File: config.mk
export PLATFORM = sky130hd
export DESIGN_NAME = booth_product_serializer
export DESIGN_NICKNAME = d
export VERILOG_FILES = /design/src/rtl/booth_product_serializer.sv
export SDC_FILE = /design/constraint.sdc
export NUM_CORES = 1
export LEC_CHECK = 0
export ABC_AREA = 1
export BUFFER_PORTS_ARGS = -buffer_cell sky130_fd_sc_hd__buf_2
export CORE_MARGIN = 4
export CORE_UTILIZATION = 49
export DETAILED_ROUTE_END_ITERATION = 12
export PLACE_DENSITY = 0.81
export SYNTH_ARGS = -nofsm -noshare
export SYNTH_HDL_FRONTEND = slang
export SYNTH_SLANG_ARGS = --single-unit
File: constraint.sdc
create_clock -name clk -period 1.3 [get_ports clk]
set_input_delay 0.13 -clock clk [delete_from_list [all_inputs] [get_ports clk]]
set_output_delay 0.13 -clock clk [all_outputs]
set_load 0.05 [all_outputs]
File: src/rtl/booth_product_serializer.sv
// Parallel-in/serial-out reader for the Booth multiplier product word, valid/ready serial side.
// Define BOOTH_SER_PARITY_EN to append an even-parity bit after the data bits.
module booth_product_serializer #(
  parameter int WIDTH     = 16,
  parameter bit MSB_FIRST = 1'b0
) (
  input  logic             clk,
  input  logic             reset,
  input  logic             ld,
  input  logic [WIDTH-1:0] din,
  input  logic             sout_ready,
  output logic             sout,
  output logic             sout_valid,
  output logic             sout_last,
  output logic             busy,
  output logic             done,
  output logic             ld_err
);

  localparam int            CW         = $clog2(WIDTH + 1);
  localparam int            OUT_BIT    = MSB_FIRST ? WIDTH - 1 : 0;
  localparam logic [CW-1:0] LAST_IDX   = CW'(WIDTH - 1);
  localparam logic [CW-1:0] PENULT_IDX = CW'(WIDTH - 2);

  typedef enum logic [1:0] {S_IDLE, S_SHIFT, S_PAR, S_DONE} state_t;

  state_t           state;
  logic [WIDTH-1:0] sr;
  logic [WIDTH-1:0] sr_shifted;
  logic [CW-1:0]    cnt;
`ifdef BOOTH_SER_PARITY_EN
  logic             parity;
`endif

  // The output bit is always a flop, so sout has no path from any input.
  assign sout       = sr[OUT_BIT];
  assign sr_shifted = MSB_FIRST ? {sr[WIDTH-2:0], 1'b0} : {1'b0, sr[WIDTH-1:1]};

  always_ff @(posedge clk) begin
    if (reset) begin
      // NOTE: the shift register is reset too, so sout reads 0 after reset instead of stale data.
      state      <= S_IDLE;
      sr         <= '0;
      cnt        <= '0;
      sout_valid <= 1'b0;
      sout_last  <= 1'b0;
      busy       <= 1'b0;
      done       <= 1'b0;
      ld_err     <= 1'b0;
`ifdef BOOTH_SER_PARITY_EN
      parity     <= 1'b0;
`endif
    end else begin
      // NOTE: pulse outputs default low here; later non-blocking writes in this block override them.
      done   <= 1'b0;
      ld_err <= 1'b0;
      case (state)
        S_IDLE, S_DONE: begin
          if (ld) begin
            state      <= S_SHIFT;
            sr         <= din;
            cnt        <= '0;
            sout_valid <= 1'b1;
            sout_last  <= 1'b0;
            busy       <= 1'b1;
`ifdef BOOTH_SER_PARITY_EN
            parity     <= ^din;
`endif
          end else begin
            state      <= S_IDLE;
            sout_valid <= 1'b0;
            sout_last  <= 1'b0;
            busy       <= 1'b0;
          end
        end

        S_SHIFT: begin
          ld_err <= ld;
          if (sout_ready) begin
            cnt <= cnt + CW'(1);
            if (cnt == LAST_IDX) begin
`ifdef BOOTH_SER_PARITY_EN
              // The parity bit is shifted into the output position so sout stays a register bit.
              state     <= S_PAR;
              sr        <= sr_shifted | (WIDTH'(parity) << OUT_BIT);
              sout_last <= 1'b1;
`else
              state      <= S_DONE;
              sr         <= sr_shifted;
              done       <= 1'b1;
              sout_valid <= 1'b0;
              sout_last  <= 1'b0;
              busy       <= 1'b0;
`endif
            end else begin
              sr <= sr_shifted;
`ifndef BOOTH_SER_PARITY_EN
              sout_last <= (cnt == PENULT_IDX);
`endif
            end
          end
        end

`ifdef BOOTH_SER_PARITY_EN
        S_PAR: begin
          ld_err <= ld;
          if (sout_ready) begin
            state      <= S_DONE;
            sr         <= sr_shifted;
            done       <= 1'b1;
            sout_valid <= 1'b0;
            sout_last  <= 1'b0;
            busy       <= 1'b0;
          end
        end
`endif

        default: begin
          state      <= S_IDLE;
          sout_valid <= 1'b0;
          sout_last  <= 1'b0;
          busy       <= 1'b0;
        end
      endcase
    end
  end

endmodule
-- Word-level counts from Yosys, hierarchy flattened
Index checks and enable logic that the tools add are counted.
- register bits: 27
- output and inout bits: 6
- word-level logic and storage cells: 40
- add/sub/neg operators: 1
- eq/ne operators: 7
- muxes and demuxes: 16
- bitwise gates (word level): 2
- reduce and logical (&&, ||, !) cells: 7
- operators with widths (operator ; number):
    two-way mux 16 bit ; 2
    one-hot mux 16 bit (2 select lines) ; 1
    == test 5 x 4 -> 1 bit (second input constant) ; 2
    two-way mux 5 bit ; 2
    one-hot mux 5 bit (2 select lines) ; 1
    two-way mux 1 bit ; 6
    != test 2 bit (second input constant) ; 3
    adder 5 x 1 -> 5 bit (second input constant) ; 1
    two-way mux 2 bit ; 2
    one-hot mux 2 bit (2 select lines) ; 1
    OR reduction 2 bit ; 2
    AND reduction 3 bit ; 1
    OR reduction 3 bit ; 1
    == test 2 x 1 -> 1 bit (second input constant) ; 1
    == test 2 bit (second input constant) ; 1
    zero test 2 bit ; 1
    NOT 1 bit ; 2
    one-hot mux 1 bit (2 select lines) ; 1
    AND reduction 2 bit ; 1
    nonzero test 2 bit ; 1

-- Depth between registers and ports, before layout
Gate-level depths: netlist of the first run.
- depth after elaboration: 4
- depth in mapped cells: 10
- depth with buffers taken out: 9

-- Worst setup path after synthesis of the first run
Ideal clock, no wire load.
- path kind: reg-to-reg
- start: register state[0]
- end: register sr[14]
- library setup time: 116 ps
- arrival time: 1240 ps
- required time: 1184 ps
- setup slack: -56 ps
- stages on the path, launching flop included: 8
- buffers on the path: 1
- period minus slack after synthesis: 1356 ps
- path through: dfxtp_1 -> inv_1 -> ha_1 -> nand2_1 -> nand2_4 -> buf_4 -> a21oi_1 -> nor2_1
- cells in the longest elaborated chain, start to end: 4
- ends and longest elaborated chain (what ; line ; text):
    from (decl) ; 27 ; state_t state;
    from (signal assigned) ; 42 ; state <= S_IDLE;
    from (signal assigned) ; 60 ; state <= S_SHIFT;
    from (signal assigned) ; 70 ; state <= S_IDLE;
    == test 2 bit or zero test 2 bit (tied branches) ; 57 ; case (state)
    OR reduction 2 bit ; 57 ;
    != test 2 bit (no line) or nonzero test 2 bit (tied branches) ; -- ;
    AND reduction 3 bit (no line) ; -- ;
    to (signal assigned) ; 61 ; sr <= din;
    to (signal assigned) ; 89 ; sr <= sr_shifted;
    to (signal assigned) ; 96 ; sr <= sr_shifted;
    to (decl) ; 28 ; logic [WIDTH-1:0] sr;
Several ways; a longest one is shown, not always the timed one.
A chain may end at the register's enable or synchronous reset.

-- Final worst setup path of the first run
- start: register state[0]
- end: register sr[13]
The elaborated chain is that of the path after synthesis.

==> results.toml, run 1 <==
[clocking]
cts.clk_slew.worst_paths_ns = 0.16
cts_inserted_buffers = 3
cts_tree = "built"
htreeDepth = 1
clock-sinks = 27
clock_latency_ns = 0.34
postCtsHoldBufs = 0
cts-root-buf = "clkbuf_4"
clockBufferDepth = 2

[synth]
synth-edff-count = 0
synth_area_leaders = "dfxtp_1 38%, nand2_1 18%, nand3_1 6.6%"
syn_nets = 222
yosys.area_share.simple = 0.345
synth-seq-area-share = 0.378
avgSynthCellArea_um2 = 7.27
synth.most_common_cell = "nand2_1"
synth_top_area_frac = 0.378
syn_area_um2 = 1430
synth_mux_area_frac = 0
synth_top_family_by_area = "simple AND/OR/NAND/NOR gates"
synth_common_cells = "68 x nand2_1, 27 x dfxtp_1, 19 x nand3_1"
synth_compound_area_frac = 0.126
synth_xor_area_frac = 0
async_reset_ff_frac = 0
synth_fa_ha_area_frac = 0.0437
synthFlopType = "dfxtp_1"
synth_area_leader_cell = "dfxtp_1"
netlist_instances = 197
synthDistinctLibCells = 22
ys_ff_latch = 27
yosysWarnings = 0

[setup_path]
path_class = "flip-flop to flip-flop"
cp_top_family = "buffers and inverters"
cp.arrival_ns = 1.70
critPathMaxFanout = 8
crit_buf_inv = 3
rr_startpoint = "state[0]"
r2r-end = "sr[13]"
slowest_delay_ns = 0.36
path_cells = "buf_4 > ha_4 > buf_12 > nand2_8 > clkbuf_16 > nand3_2 > a21oi_2"
crit_slowest_cell = "dfxtp_2"
rrSetupSlack_ns = -0.12
crit_required_ns = 1.58
crit_path_start_kind = "flip-flop"
end_kind = "flip-flop"
reg2regPathDepth = 7

[hold_path]
hold_path_end = "ld_err"
hold_class = "input port to flip-flop"
hold_depth = 3
min_from = "ld"

[timing]
max-slew-margin-rel = 0.838
finalMaxSlewViolations = 0
setup_viol = 22
clock.fmax_ghz = 0.704
hold_viol_final = 0
whs_ns = 0.0158
fin_crit_ns = 1.42
skew_ns = 0.00906
fin_ws_ns = -0.120
fin_crit_sh = 1.09
tightest_slew_ns = 0.243
rsz0062_at_grt = "yes"

[floorplan]
rows = 19
start_util = 0.515
die_h_um = 62.0
die_w_um = 62.0
top_level_ports = 26
core_um2 = 2780
dieArea_um2 = 3850

[route]
antenna_left = 0
wl_met2_mm = 1.98
route.detailed.drc = 0
vias_per_cell = 5.28
drt_iter0_drc = 48
top_layer = "met4"
wirelength_mm = 3.93
dr_total_vias = 1436
detail_route.first_pass.iterations = 4
dr_wl_met3_um = 176
wl_met1_mm = 1.67
wl_per_cell_um = 14.4

[status]
status = "complete, but fails checks"
violations = "negative setup slack"

[global_routing]
grt_usage = 0.202
globalRouteOverflowTotal = 0
antenna_found_initial = 0
grt_max_degree = 17
grt_pass1_vias = 1347
grt_pass1_wl_mm = 5.75

[cells_and_area]
fin_cells = 272
nFillCells = 190
drive_above_1_share = 0.481
nets = 267
diodes = 0
syn2layout_area_growth_pct = 43.2

[power_and_ir_drop]
vdd_drop_max_uv = 878
power.leakage_nw = 0.887
cellPowerDensity_nw_per_um2 = 1050

[place]
port_buffers = 25
dp_hpwl_mm = 2.15
place.gp.congestion = 0.813
post-place-cells = 260
dp_slack_ns = -0.104

[run]
maxCapViolCount = 0
[timing repair]
action | 4_1_cts | 5_1_grt
cloned | 2 | 1
gates resized for setup | 29 | 30
endpoints found under the hold margin | 0 | 0
pin swaps | 5 | 18
setup buffers | 4 | 1
setup endpoints to repair | 25 | 27
[final cells by class]
| class | count | area, µm² | share of cell area |
|---|---|---|---|
| repair buffers | 49 | 383 | 0.187 |
| multi-input cells | 146 | 996 | 0.486 |
| flip-flops and latches | 27 | 546 | 0.266 |
| inverters | 15 | 58.8 | 0.0287 |
| well taps | 31 | 38.8 | 0.0189 |
| clock buffers | 3 | 22.5 | 0.0110 |
| clock inverters | 1 | 5.00 | 0.00244 |
[metal layers]
layer,vias to the layer above,global-route usage
met3,10,0.0496
met2,38,0.348
met1,666,0.240
li1,722,-
met5,-,0
met4,0,0.0758
[layout by cell type, fill, tap and decap left out, types with 2 or more instances in the layout]
cell      netlist  final
nand2_1        68     62
buf_2           3     25
dfxtp_1        27     23
a21oi_2        10     16
buf_4           3     15
inv_1          13     10
nand3_2         0     10
nor2_1         12      9
nand2_2         3      7
nand3_1        19      7
a21oi_1        12      5
inv_2           2      4
nand2_8         1      4
ha_4            0      4
dfxtp_2         0      4
buf_6           4      4
nand2_4         2      3
o21ai_1         0      3
nand4_1         3      3
nor2_2          1      3
clkbuf_4        0      3
buf_12          0      3
nand3_4         0      2
[worst register-to-register path, cell delays in order, from the launching register on]
cell	delay, ns
dfxtp_2	0.36
buf_4	0.14
ha_4	0.20
buf_12	0.14
nand2_8	0.12
clkbuf_16	0.20
nand3_2	0.09
a21oi_2	0.12
[metrics by stage]
stage          instance area [µm²]  power [mW]   util  setup TNS, ns
2_1_floorplan                 1460        1.38      -              0
3_3_place_gp                  1680        1.51  0.605          -1.06
3_5_place_dp                  1680        1.52  0.605          -1.37
4_1_cts                       1880        2.01  0.675         -0.173
5_1_grt                       2050        2.28  0.737          -2.50
6_report                      2050        2.16  0.737          -1.43
[sequential cells by signal (all words and copies together) (netlist names)]
signal / flops
busy: 1
ld_err: 1
state: 2
sout_last: 1
cnt: 5
sr: 16
done: 1
[logic make-up (layout without fill, tap and decap cells)]
| group | Yosys count | in the layout |
|---|---|---|
| compound gates | 28 | 28 |
| buf+inv | 26 | 68 |
| simple gates | 111 | 113 |
| fa+ha+maj | 5 | 5 |
| flops | 27 | 27 |
[power by group]
| part | total [mW] | switching (mW) | internal [mW] |
|---|---|---|---|
| Clock | 0.382 | 0.266 | 0.116 |
| Combinational | 0.837 | 0.487 | 0.350 |
| Sequential | 0.937 | 0.0392 | 0.898 |
| Total | 2.16 | 0.792 | 1.36 |
[how the worst max path moves through the flow]
| stage | start | endpoint | slack, ns | depth (start not counted) |
|---|---|---|---|---|
| after floorplan | state[1] | sr[0] | 0.01 | 8 |
| after global placement | state[0] | sr[14] | -0.09 | 7 |
| final | state[0] | sr[13] | -0.12 | 7 |
| after global routing | state[0] | sr[13] | -0.14 | 7 |
| after CTS | state[0] | cnt[4] | -0.02 | 7 |
| after detailed placement | state[0] | sr[14] | -0.10 | 7 |
(Power assumes the default switching activity.)
==> run 2: changes to the inputs <==
--- a/config.mk
+++ b/config.mk
@@ -7,8 +7,10 @@
 export LEC_CHECK = 0
 export ABC_AREA = 1
 export BUFFER_PORTS_ARGS = -buffer_cell sky130_fd_sc_hd__buf_2
-export CORE_MARGIN = 4
-export CORE_UTILIZATION = 49
+export CELL_PAD_IN_SITES_DETAIL_PLACEMENT = 0
+export CELL_PAD_IN_SITES_GLOBAL_PLACEMENT = 1
+export CORE_MARGIN = 2
+export CORE_UTILIZATION = 35
 export DETAILED_ROUTE_END_ITERATION = 12
 export PLACE_DENSITY = 0.81
 export SYNTH_ARGS = -nofsm -noshare
==> run 2 against run 1 <==
  * The flow still finishes with violations (negative setup slack)
  * Final cell count rose by 6.6%
  * Global-route usage fell by 3.1 points
  * Clock power rose by 31%
  * Critical path depth rose by 1
  * Count of clock-buffer cells in the layout rose by 1
  * Via count fell by 4.9%
  * First-iteration DRC count rose by 77%
  * Final area fell by 3.1%
  * Fmax rose by 4.0%
  * Combinational power fell by 9.0%
  * Register-to-register slack improved by 0.05 ns
  * Largest cell class unchanged
==> results.toml, run 2 (same netlist as run 1, synthesis figures left out) <==
[status]
status = "complete, but fails checks"
violations = "negative setup slack"

[global_routing]
grt_max_degree = 15
grt_pass1_vias = 1241
grt_usage = 0.171
globalRouteOverflowTotal = 0
antenna_found_initial = 0
grt_pass1_wl_mm = 5.85

[timing]
skew_ns = 0.00136
setup_viol = 21
tightest_slew_ns = 0.240
fin_ws_ns = -0.0653
fin_crit_sh = 1.05
clock.fmax_ghz = 0.732
rsz0062_at_grt = "yes"
fin_crit_ns = 1.37
max-slew-margin-rel = 0.840
hold_viol_final = 0
whs_ns = 0.0871
finalMaxSlewViolations = 0

[route]
dr_total_vias = 1365
vias_per_cell = 4.71
wirelength_mm = 3.67
antenna_left = 0
route.detailed.drc = 0
detail_route.first_pass.iterations = 4
drt_iter0_drc = 85
wl_per_cell_um = 12.6

[place]
place_area_um2 = 1720
post-place-cells = 281
place.gp.congestion = 0.757
port_buffers = 25
dp_hpwl_mm = 2.31
dp_slack_ns = -0.102

[cells_and_area]
fin_cells = 290
nFillCells = 411
fin_area_um2 = 1990
reg.largest.list = "sr: 16 flops, cnt: 5 flops, state: 2 flops"
final_common_cell = "nand2_1"
multi_input_area_um2 = 882
diodes = 0
nets = 266
largest_reg_flops = 16
mostFrequentLayoutCells = "64 x nand2_1, 25 x buf_2, 23 x dfxtp_1"
syn2layout_area_growth_pct = 38.8
drive_above_1_share = 0.425
final_core_util = 0.500
ff_latch_area_um2 = 546
largest-register = "sr"

[clocking]
cts_inserted_buffers = 3
clockBufferDepth = 2
clock-sinks = 27
cts_tree = "built"
clock_latency_ns = 0.28
htreeDepth = 1
cts-root-buf = "clkbuf_8"
cts.clk_slew.worst_paths_ns = 0.09
postCtsHoldBufs = 0

[setup_path]
crit_slowest_cell = "dfxtp_2"
path_common_cell = "inv_2"
path_cells = "inv_2 > ha_4 > inv_2 > nand2_4 > nand2_8 > clkbuf_16 > a21oi_2 > a21oi_1"
critPathMaxFanout = 7
path_class = "flip-flop to flip-flop"
end_kind = "flip-flop"
crit_required_ns = 1.48
cp.arrival_ns = 1.54
cp_top_family = "flip-flops"
crit_path_start_kind = "flip-flop"
slowest_delay_ns = 0.36
crit_buf_inv = 3

[floorplan]
die_h_um = 68.0
dieArea_um2 = 4620
top_level_ports = 26
core_um2 = 3970
rows = 23
start_util = 0.360
die_w_um = 68.0

[power_and_ir_drop]
power.leakage_nw = 0.883
vdd_drop_max_uv = 448
cellPowerDensity_nw_per_um2 = 1110

[hold_path]
hold_class = "input port to flip-flop"

[run]
maxCapViolCount = 0
run 2: changes by cell type in the layout (fill, tap and decap cells not counted), moves of 3 or more:
cell	before	now
nor2_1	9	12
nand3_1	7	12
clkbuf_8	0	3
nand3_2	10	7
clkbuf_4	3	0
run 2: worst paths after layout:
check | from | end | slack [ns] | depth (start not counted)
hold / removal | ld | ld_err | 0.09 | 3
setup / recovery | state[0] | cnt[1] | -0.07 | 8
hold reg to reg | sr[9] | sr[9] | 0.47 | 2
setup reg to reg | state[0] | cnt[1] | -0.07 | 8
run 2: timing repair:
| item | 4_1_cts | 5_1_grt |
|---|---|---|
| pin swaps | 2 | 12 |
| endpoints found under the setup margin | 23 | 26 |
| buffers inserted | 1 | 0 |
| cloned | 2 | 2 |
| gates resized for setup | 10 | 26 |
run 2: power by group:
| part | internal, mW | switching, mW | total (mW) | leakage, nW |
|---|---|---|---|---|
| registers | 0.897 | 0.0377 | 0.935 | 0.222 |
| logic | 0.331 | 0.431 | 0.762 | 0.638 |
| clock network | 0.221 | 0.280 | 0.500 | 0.0228 |
run 2: area by class of cell:
| cell class | instances | share of cell area |
|---|---|---|
| clock buffers | 4 | 0.0227 |
| repair buffers | 49 | 0.198 |
| well taps | 50 | 0.0315 |
| inverters | 15 | 0.0296 |
| flip-flops and latches | 27 | 0.275 |
| multi-input cells | 145 | 0.444 |
run 2: stage by stage:
step / power, mW / setup TNS [ns]
global placement: 1.54 / -1.03
floorplan: 1.38 / 0
finish: 2.20 / -0.616
detailed placement: 1.54 / -0.948
CTS: 2.10 / -0.353
global route: 2.31 / -2.00
run 2: worst register-to-register path: stages (launching register included):
cell,delay [ns]
dfxtp_2,0.36
inv_2,0.05
ha_4,0.28
inv_2,0.04
nand2_4,0.08
nand2_8,0.11
clkbuf_16,0.19
a21oi_2,0.11
a21oi_1,0.05
run 2: routing by layer:
metal / track usage / wire [µm] / up-vias
met4: 0.0525 / 40 / 0
met2: 0.297 / 1790 / 24
met1: 0.219 / 1720 / 620
li1: - / - / 717
met3: 0.0197 / 113 / 4
met5: 0 / 0 / -
==> run 3: changes to the inputs <==
--- a/config.mk
+++ b/config.mk
@@ -10,9 +10,9 @@
 export CELL_PAD_IN_SITES_DETAIL_PLACEMENT = 0
 export CELL_PAD_IN_SITES_GLOBAL_PLACEMENT = 1
 export CORE_MARGIN = 2
-export CORE_UTILIZATION = 35
+export CORE_UTILIZATION = 42
 export DETAILED_ROUTE_END_ITERATION = 12
-export PLACE_DENSITY = 0.81
+export PLACE_DENSITY = 0.9
 export SYNTH_ARGS = -nofsm -noshare
 export SYNTH_HDL_FRONTEND = slang
 export SYNTH_SLANG_ARGS = --single-unit
==> constraint.sdc (replaced) <==
create_clock -name clk -period 1.64 [get_ports clk]
set_input_delay 0.164 -clock clk [delete_from_list [all_inputs] [get_ports clk]]
set_output_delay 0.164 -clock clk [all_outputs]
set_load 0.05 [all_outputs]
==> run 3 against run 2 <==
  * Wire length is 23% lower
  * Die area decreased by 16%
  * Sequential share of layout area up 5.9 points
  * Global-route usage shrank 1.7 points
  * Register-to-register slack improved by 0.16 ns
  * Clock skew up 0.0043 ns
  * Largest power group unchanged
  * The flow now finishes without violations
  * Core utilization decreased by 1.0 points
  * Non-clock buffer count is 16 lower
  * Critical endpoint is now cnt[4]
  * Largest cell class unchanged
  * Fmax down 11%
==> results.toml, run 3 (same netlist as run 1, synthesis figures left out) <==
[global_routing]
grt_usage = 0.154
grt_max_degree = 20
globalRouteOverflowTotal = 0
antenna_found_initial = 0
grt_pass1_wl_mm = 4.93
grt_pass1_vias = 1116

[place]
place_area_um2 = 1590
place.gp.congestion = 0.816
port_buffers = 25
dp_hpwl_mm = 2.05
dp_slack_ns = 0.133

[route]
route.detailed.drc = 0
wl_per_cell_um = 10.5
dr_total_vias = 1241
vias_per_cell = 4.61
wirelength_mm = 2.83
detail_route.first_pass.iterations = 4
drt_iter0_drc = 41
antenna_left = 0

[cells_and_area]
largest-register = "sr"
syn2layout_area_growth_pct = 13.4
reg.largest.list = "sr: 16 flops, cnt: 5 flops, state: 2 flops"
drive_above_1_share = 0.256
nets = 249
fin_area_um2 = 1620
diodes = 0
mostFrequentLayoutCells = "68 x nand2_1, 27 x dfxtp_1, 25 x buf_2"
final_common_cell = "nand2_1"
largest_reg_flops = 16

[setup_path]
crit_slowest_cell = "dfxtp_1"
reg2regPathDepth = 8
rr_startpoint = "state[0]"
path_class = "flip-flop to flip-flop"
rrSetupSlack_ns = 0.1
path_common_cell = "inv_1"
crit_buf_inv = 2
r2r-end = "cnt[4]"
cp.arrival_ns = 1.75
slowest_delay_ns = 0.39
crit_path_start_kind = "flip-flop"
critPathMaxFanout = 19
cp_top_family = "simple AND/OR/NAND/NOR gates"
end_kind = "flip-flop"
path_cells = "inv_1 > ha_1 > inv_1 > nand2_1 > nand2_4 > nand2_8 > o21ai_0 > nor2_1"
crit_required_ns = 1.85

[timing]
skew_ns = 0.00569
clock.fmax_ghz = 0.649
fin_ws_ns = 0.0981
rsz0062_at_grt = "no"
fin_crit_ns = 1.54
tightest_slew_ns = 0.348
hold_viol_final = 0
max-slew-margin-rel = 0.768
tns_ns = 0
setup_viol = 0
fin_crit_sh = 0.940
finalMaxSlewViolations = 0
whs_ns = 0.0511

[floorplan]
dieArea_um2 = 3890
rows = 21
die_h_um = 62.4
start_util = 0.432
top_level_ports = 26
die_w_um = 62.4
core_um2 = 3310

[power_and_ir_drop]
design_power_total_mw = 1.44
cellPowerDensity_nw_per_um2 = 890
vdd_drop_max_uv = 369
power.leakage_nw = 0.736

[clocking]
cts.clk_slew.worst_paths_ns = 0.14
cts-root-buf = "clkbuf_4"
cts_tree = "built"
clockBufferDepth = 2
postCtsHoldBufs = 0
htreeDepth = 1
clock-sinks = 27
cts_inserted_buffers = 3
clock_latency_ns = 0.32

[hold_path]
hold_depth = 3
min_from = "ld"
hold_class = "input port to flip-flop"
hold_path_end = "ld_err"

[run]
maxCapViolCount = 0

[status]
status = "finished clean"
[run 3: cell count changes in the layout (fill, tap and decap cells not counted), sizes merged]
| cell | change |
|---|---|
| clkbuf | -2 |
| nand2 | -1 |
| buf | -14 |
[run 3: worst max-delay path by stage]
stage,startpoint,to,slack [ns],depth (start not counted)
after floorplan,state[0],sr[14],0.28,7
after global placement,state[1],cnt[4],0.18,7
after detailed placement,state[1],cnt[4],0.13,7
after CTS,state[1],cnt[4],0.09,7
after global routing,state[0],sr[14],0.01,8
final,state[0],cnt[4],0.1,8
[run 3: worst reg2reg max path, cell delays in order, from the launching register on]
cell     delay (ns)
dfxtp_1        0.39
inv_1          0.06
ha_1           0.30
inv_1          0.05
nand2_1        0.08
nand2_4        0.18
nand2_8        0.14
o21ai_0        0.17
nor2_1         0.06
[run 3: timing repair]
action                     in CTS  in global routing
setup endpoints to repair       0                  2
gates resized for setup         0                  2
setup buffers                   0                  0
[run 3: power breakdown]
part	switching (mW)	leakage (nW)	internal, mW	total (mW)
Clock	0.189	0.0150	0.0952	0.285
Sequential	0.0306	0.221	0.710	0.741
Combinational	0.264	0.501	0.155	0.419
Total	0.484	0.736	0.960	1.44
[run 3: per-layer routing]
layer | track usage | vias to the layer above | wire length (µm)
met5 | 0 | - | 0
met4 | 0.0417 | 0 | 31
met3 | 0.0234 | 4 | 77
met2 | 0.266 | 16 | 1330
met1 | 0.201 | 541 | 1400
li1 | - | 680 | -
[run 3: cell type report]
cell class	instances	area, µm²
clock buffer	4	26.3
inverter	15	56.3
timing repair buffer	33	198
sequential	27	541
multi-input combinational	144	744
tap	46	57.6
fill	360	1690
[run 3: metrics by stage]
| stage | std cells | utilization |
|---|---|---|
| 2_1_floorplan | 197 | - |
| 3_3_place_gp | 265 | 0.480 |
| 3_5_place_dp | 265 | 0.480 |
| 4_1_cts | 269 | 0.488 |
| 5_1_grt | 269 | 0.490 |
| 6_report | 269 | 0.490 |
